===== src/rtl/calc_pkg.sv =====
// Shared definitions for the sequential six-result arithmetic block.
//   calc_state_t : top-level control state (IDLE, CALC, DONE)
//   DEFAULT_BW   : default operand/result width
//   clog2()      : width of the remainder-unit iteration counter
package calc_pkg;

  localparam int DEFAULT_BW = 8;

  typedef enum logic [1:0] {
    IDLE = 2'd0,
    CALC = 2'd1,
    DONE = 2'd2
  } calc_state_t;

  // Smallest r with 2**r >= value; a counter of this width reaches value-1.
  function automatic int clog2(input int value);
    int r;
    r = 0;
    for (int i = 0; i < 32; i++) begin
      if ((32'd1 << i) < value) begin
        r = i + 1;
      end else begin
        r = r;
      end
    end
    return r;
  endfunction

endpackage


===== src/rtl/calc_mod_iter.sv =====
// Iterative restoring remainder unit: one quotient bit per clock.
// Ports:
//   clk, rst  : clock, synchronous active-high reset
//   start     : one-cycle pulse that captures dividend/divisor
//   dividend  : BW-bit dividend
//   divisor   : BW-bit divisor (zero is a defined case)
//   done      : one-cycle pulse after the last of BW iterations
//   remainder : dividend % divisor, or dividend when divisor == 0
//   div_zero  : captured divisor was zero
module calc_mod_iter
  import calc_pkg::*;
#(
  parameter int BW = DEFAULT_BW
) (
  input  logic          clk,
  input  logic          rst,
  input  logic          start,
  input  logic [BW-1:0] dividend,
  input  logic [BW-1:0] divisor,
  output logic          done,
  output logic [BW-1:0] remainder,
  output logic          div_zero
);

  localparam int CW = clog2(BW);
  localparam logic [CW-1:0] LAST_CNT = CW'(BW - 1);
  localparam logic [CW-1:0] CNT_ONE  = {{(CW-1){1'b0}}, 1'b1};

  logic          busy_r;
  logic          done_r;
  logic [CW-1:0] cnt_r;
  logic [BW-1:0] dvd_r;   // dividend bits shift out the top, quotient bits shift in
  logic [BW-1:0] dsr_r;
  logic [BW-1:0] rem_r;
  logic          dz_r;

  logic [BW:0]   rem_shift_s;
  logic          sub_ok_s;
  logic [BW:0]   rem_next_s;

  // One restoring step: shift in next dividend bit, subtract divisor if it fits.
  // With a zero divisor the subtraction is suppressed, so after BW steps the
  // remainder register holds the dividend itself.
  always_comb begin
    rem_shift_s = {rem_r, dvd_r[BW-1]};
    sub_ok_s    = 1'b0;
    rem_next_s  = rem_shift_s;
    if (!dz_r && (rem_shift_s >= {1'b0, dsr_r})) begin
      sub_ok_s   = 1'b1;
      rem_next_s = rem_shift_s - {1'b0, dsr_r};
    end else begin
      sub_ok_s   = 1'b0;
      rem_next_s = rem_shift_s;
    end
  end

  // Operand capture, iteration sequencing and completion pulse.
  always_ff @(posedge clk) begin
    if (rst) begin
      busy_r <= 1'b0;
      done_r <= 1'b0;
      cnt_r  <= {CW{1'b0}};
      dvd_r  <= {BW{1'b0}};
      dsr_r  <= {BW{1'b0}};
      rem_r  <= {BW{1'b0}};
      dz_r   <= 1'b0;
    end else if (start) begin
      busy_r <= 1'b1;
      done_r <= 1'b0;
      cnt_r  <= {CW{1'b0}};
      dvd_r  <= dividend;
      dsr_r  <= divisor;
      rem_r  <= {BW{1'b0}};
      dz_r   <= (divisor == {BW{1'b0}});
    end else if (busy_r) begin
      // Remainder is always below the divisor, so the low BW bits are exact.
      rem_r <= rem_next_s[BW-1:0];
      dvd_r <= {dvd_r[BW-2:0], sub_ok_s};
      if (cnt_r == LAST_CNT) begin
        busy_r <= 1'b0;
        done_r <= 1'b1;
      end else begin
        cnt_r  <= cnt_r + CNT_ONE;
        done_r <= 1'b0;
      end
    end else begin
      done_r <= 1'b0;
    end
  end

  assign done      = done_r;
  assign remainder = rem_r;
  assign div_zero  = dz_r;

endmodule


===== src/rtl/calculation_seq.sv =====
// Handshaked six-result arithmetic block with an iterative modulo.
//   s1 = a + b            s2 = a * b           s3 = (a % b) + d
//   s4 = c + d + a*b      s5 = a - b           s6 = (b+1)*a + d + c - b
// All results wrap mod 2**BW; b == 0 gives a % b = a and div_zero = 1.
// Ports:
//   clk, rst            : clock, synchronous active-high reset
//   in_valid, in_ready  : operand handshake (a, b, c, d)
//   out_valid, out_ready: result handshake (s1..s6, div_zero)
module calculation_seq
  import calc_pkg::*;
#(
  parameter int BW = DEFAULT_BW
) (
  input  logic          clk,
  input  logic          rst,
  input  logic          in_valid,
  output logic          in_ready,
  input  logic [BW-1:0] a,
  input  logic [BW-1:0] b,
  input  logic [BW-1:0] c,
  input  logic [BW-1:0] d,
  output logic          out_valid,
  input  logic          out_ready,
  output logic [BW-1:0] s1,
  output logic [BW-1:0] s2,
  output logic [BW-1:0] s3,
  output logic [BW-1:0] s4,
  output logic [BW-1:0] s5,
  output logic [BW-1:0] s6,
  output logic          div_zero
);

  localparam logic [BW-1:0] ONE_V = {{(BW-1){1'b0}}, 1'b1};

  calc_state_t   state_r;
  calc_state_t   state_next_s;
  logic          accept_s;
  logic          load_s;

  logic [BW-1:0] a_r, b_r, c_r, d_r;
  logic [BW-1:0] s1_r, s2_r, s3_r, s4_r, s5_r, s6_r;
  logic          div_zero_r;
  logic          in_ready_r;
  logic          out_valid_r;

  logic          mod_done_s;
  logic [BW-1:0] mod_rem_s;
  logic          mod_dz_s;

  logic [BW-1:0] prod_ab_s;
  logic [BW-1:0] b_inc_s;
  logic [BW-1:0] s1_s, s2_s, s3_s, s4_s, s5_s, s6_s;

  // The remainder unit captures a and b straight from the ports on the
  // accept edge, so its BW iterations start on the very next edge.
  calc_mod_iter #(
    .BW(BW)
  ) u_mod (
    .clk      (clk),
    .rst      (rst),
    .start    (accept_s),
    .dividend (a),
    .divisor  (b),
    .done     (mod_done_s),
    .remainder(mod_rem_s),
    .div_zero (mod_dz_s)
  );

  // Non-modulo results from the held operands; all intermediates wrap at BW bits.
  always_comb begin
    prod_ab_s = a_r * b_r;
    b_inc_s   = b_r + ONE_V;
    s1_s      = a_r + b_r;
    s2_s      = prod_ab_s;
    s3_s      = mod_rem_s + d_r;
    s4_s      = c_r + d_r + prod_ab_s;
    s5_s      = a_r - b_r;
    s6_s      = (b_inc_s * a_r) + d_r + c_r - b_r;
  end

  // Next-state logic with accept and result-load strobes.
  always_comb begin
    state_next_s = state_r;
    accept_s     = 1'b0;
    load_s       = 1'b0;
    case (state_r)
      IDLE: begin
        if (in_valid) begin
          state_next_s = CALC;
          accept_s     = 1'b1;
        end else begin
          state_next_s = IDLE;
        end
      end
      CALC: begin
        if (mod_done_s) begin
          state_next_s = DONE;
          load_s       = 1'b1;
        end else begin
          state_next_s = CALC;
        end
      end
      DONE: begin
        if (out_ready) begin
          state_next_s = IDLE;
        end else begin
          state_next_s = DONE;
        end
      end
      default: begin
        state_next_s = IDLE;
      end
    endcase
  end

  // State, operand and result registers; handshake flags follow the next state.
  always_ff @(posedge clk) begin
    if (rst) begin
      state_r     <= IDLE;
      in_ready_r  <= 1'b1;
      out_valid_r <= 1'b0;
      a_r         <= {BW{1'b0}};
      b_r         <= {BW{1'b0}};
      c_r         <= {BW{1'b0}};
      d_r         <= {BW{1'b0}};
      s1_r        <= {BW{1'b0}};
      s2_r        <= {BW{1'b0}};
      s3_r        <= {BW{1'b0}};
      s4_r        <= {BW{1'b0}};
      s5_r        <= {BW{1'b0}};
      s6_r        <= {BW{1'b0}};
      div_zero_r  <= 1'b0;
    end else begin
      state_r     <= state_next_s;
      in_ready_r  <= (state_next_s == IDLE);
      out_valid_r <= (state_next_s == DONE);
      if (accept_s) begin
        a_r <= a;
        b_r <= b;
        c_r <= c;
        d_r <= d;
      end
      // Results are only replaced on load, so they persist after the handshake.
      if (load_s) begin
        s1_r       <= s1_s;
        s2_r       <= s2_s;
        s3_r       <= s3_s;
        s4_r       <= s4_s;
        s5_r       <= s5_s;
        s6_r       <= s6_s;
        div_zero_r <= mod_dz_s;
      end
    end
  end

  assign in_ready  = in_ready_r;
  assign out_valid = out_valid_r;
  assign s1        = s1_r;
  assign s2        = s2_r;
  assign s3        = s3_r;
  assign s4        = s4_r;
  assign s5        = s5_r;
  assign s6        = s6_r;
  assign div_zero  = div_zero_r;

endmodule

===== config.mk =====
export PLATFORM = sky130hd
export DESIGN_NAME = calculation_seq
export DESIGN_NICKNAME = d
export VERILOG_FILES = /design/src/rtl/calc_pkg.sv /design/src/rtl/calc_mod_iter.sv /design/src/rtl/calculation_seq.sv
export SDC_FILE = /design/constraint.sdc
export NUM_CORES = 1
export LEC_CHECK = 0
export ABC_AREA = 0
export BUFFER_PORTS_ARGS = -buffer_cell sky130_fd_sc_hd__buf_4
export CAP_MARGIN = 20
export CORE_MARGIN = 8
export CORE_UTILIZATION = 37
export CTS_CLUSTER_SIZE = 16
export DETAILED_ROUTE_END_ITERATION = 10
export MAX_ROUTING_LAYER = met4
export PLACE_DENSITY = 0.52
export SLEW_MARGIN = 20
export SYNTH_ARGS = -nofsm -noshare
export SYNTH_HDL_FRONTEND = slang
export SYNTH_SLANG_ARGS = --single-unit

===== constraint.sdc =====
create_clock -name clk -period 7.5 [get_ports clk]
set_clock_uncertainty 0.15 [all_clocks]
set_input_delay 1.125 -clock clk [delete_from_list [all_inputs] [get_ports clk]]
set_output_delay 1.125 -clock clk [all_outputs]
set_load 0.01 [all_outputs]

==> metrics.txt <==
Final Max Tran Viols=0; Via density=~4.8; Yosys cell types=43; Async S/R FF share, synth=0; GRT overflow=0; Bufs and invs on worst path=4; initial DRC count=233; most area-hungry cell type in the Yosys netlist=dfxtp_1; Fill cells=2,178; num ports=87; Worst setup SP type=register; Longest Clk Path Bufs=2; critical path endpoint category=register; die footprint=0.0260 mm²; CP required=between 7 and 8 ns; gpl congestion=about 0.82; post-CTS setup buffers=0; hold buffer count at cts=0; TritonCTS buffer count=9; final hold vios=0; Final Critical Period=approximately 6 ns; warnings from Yosys=0; Slew Limit Headroom=0.382; register area share after synthesis=0.272; row count=53; drt first pass iters=4; drc violations=0; GRT Util Overall=0.164; top cells by count, synth=nand2_1 (189), inv_1 (116), dfxtp_1 (106), a21oi_1 (102), ha_1 (78); WP data arrival=6.10 ns; Mapped Area=just under 0.008 mm²; Die Span Y=around 160 µm; top-count cell post-synth=nand2_1; classification of the worst setup path=reg -> reg; DIE WIDTH=161 µm; largest cells by area after synthesis=dfxtp_1 (27%), fa_1 (14%), ha_1 (13%), nand2_1 (9.1%), a21oi_1 (6.5%); initial antenna violation count=0; Max FO, Critical Path=14; core area=0.0208 mm²; worst slew pin tran=about 0.93 ns; final net count=1,158; syn avg cell area=between 8 and 9 µm²; Leak Pwr=approximately 4 nW; Max-cap violations=0; flops & latches, synth=between 100 and 150; Root Driver=clkbuf_16; Final Total Pwr=about 1.6 mW; clock latency on the worst-skew pair=~0.35 ns; worst vdd ir=about 110 µV; number of synthesized flops with an enable pin=0; CTS tree=yes; critical-path cell list=ha_1 -> nand3_1 -> xnor2_1 -> nand2_1 -> fa_1 -> fa_1 -> inv_1 -> fa_1 -> inv_1 -> fa_1 -> fa_1 -> inv_1 -> ha_1 -> inv_1 -> o21bai_1 -> a21oi_1 -> xor3_1 -> xnor3_1 -> nand2_1 -> a21oi_1; clk slew on worst S/H paths=0.07 ns; share of cells above drive strength 1=0.125; antenna-violating nets left=0; number of port buffers=86; Pwr Density=~180 mW/mm²; initial core utilization=0.374; Crit path max-delay family=adder cells; Antenna Cells=0; Post-Syn Instances=between 900 and 1,000; Worst path most repeated cell=fa_1; unrepaired setup endpoints after global routing=false; post-synth top area share=0.272; Final Cycle Share=0.795; vias post-DR=6,036; post_cts resized=0; Fmax=0.168 GHz; area delta synth->final=15.3%; post-DP HPWL=roughly 16 mm; largest net degree at the start of global routing=58; vias in the first global route=6,066; WL/cell=~16 µm; top_reg_cell synth=dfxtp_1; first-pass GRT wire length=~33 mm; Sink Count=between 100 and 150; H-tree levels=3; Setup TNS Final=0 ns; Synth Net Count=between 1,000 and 1,500; type of the worst min-delay path=reg -> reg; Routed WL=between 20 and 25 mm; slowest stage cell, crit path=dfxtp_1; outcome=completed; crit-path max cell delay=around 0.7 ns; Final setup viols=0
[path summary, 6_finish.rpt]
check / slack, ns / cells after the start / end / start
min reg2reg: 0.31 / 2 / s3[0] / s3[0]
max: 1.54 / 20 / s6[7] / u_mod.dsr_r[1]
max reg2reg: 1.54 / 20 / s6[7] / u_mod.dsr_r[1]
min: 0.31 / 2 / s3[0] / s3[0]
[per-layer routing]
metal	vias to the layer above	track usage	wire length [µm]
li1	3083	-	-
met1	2856	0.210	9630
met2	81	0.262	9510
met3	16	0.0305	637
met4	0	0.0417	360
met5	-	-	0
[stage by stage]
step | cells | hold WS [ns] | area [µm²] | setup WS (ns) | util
CTS | 1269 | 0.308 | 8990 | 1.51 | 0.432
detailed placement | 1254 | 0.298 | 8650 | 1.52 | 0.415
global placement | 1254 | 0.290 | 8650 | 1.62 | 0.415
global route | 1269 | 0.326 | 8990 | 1.14 | 0.432
floorplan | 933 | 0.286 | 7790 | 2.08 | -
finish | 1269 | 0.306 | 8990 | 1.54 | 0.432
[final cells by class]
class	instances	area (µm²)	area share
Clock buffer	9	225	0.0251
Timing Repair Buffer	92	691	0.0768
Inverter	116	435	0.0484
Clock inverter	6	113	0.0125
Sequential cell	106	2120	0.236
Tap cell	275	344	0.0383
Multi-Input combinational cell	665	5060	0.563
[logic make-up (layout without fill, tap and decap cells)]
| family | count (synthesis) | after routing | synth area share |
|---|---|---|---|
| simple gates | 281 | 281 | 0.150 |
| buf+inv | 162 | 223 | 0.0801 |
| compound gates | 162 | 162 | 0.118 |
| xor+xnor | 72 | 72 | 0.0915 |
| flops | 106 | 106 | 0.272 |
| mux | 18 | 18 | 0.0244 |
| fa+ha+maj | 132 | 132 | 0.264 |
[worst min-delay path: cells and delay by family, from the launching register on]
family	cells	cell delay, ns
DFF	1	0.31
and+or+nand+nor	1	0.05
AOI/OAI and AO/OA	1	0.05
[power breakdown]
group	total (mW)	switching [mW]	internal [mW]	leakage [nW]
clock network	0.552	0.225	0.327	0.166
registers	0.611	0.0302	0.581	0.862
logic	0.454	0.242	0.212	2.97
total	1.62	0.497	1.12	4.00
[cells in the final DEF, fill, tap and decap left out, types with 3 or more instances in the layout]
master	n
a211oi_1	16
a21o_1	13
a21oi_1	102
and2_1	8
buf_4	92
bufinv_16	3
clkbuf_16	9
dfxtp_1	106
fa_1	54
ha_1	78
inv_1	116
mux2_2	8
mux2i_1	10
nand2_1	189
nand2b_1	7
nand3_1	5
nor2_1	45
nor2b_1	9
o21ai_0	17
o21bai_1	7
xnor2_1	55
xnor3_1	3
xor2_1	11
[registers in the layout, summed over array words and instances (netlist names)]
| register | cells |
|---|---|
| a_r | 8 |
| c_r | 8 |
| d_r | 8 |
| div_zero | 1 |
| in_ready | 1 |
| out_valid | 1 |
| s1 | 7 |
| s2 | 8 |
| s3 | 8 |
| s4 | 8 |
| s5 | 8 |
| s6 | 8 |
| state_r | 2 |
| u_mod.busy_r | 1 |
| u_mod.cnt_r | 3 |
| u_mod.div_zero | 1 |
| u_mod.done | 1 |
| u_mod.dsr_r | 8 |
| u_mod.dvd_r | 8 |
| u_mod.remainder | 8 |
No activity file was read; power rests on OpenSTA's default activity.
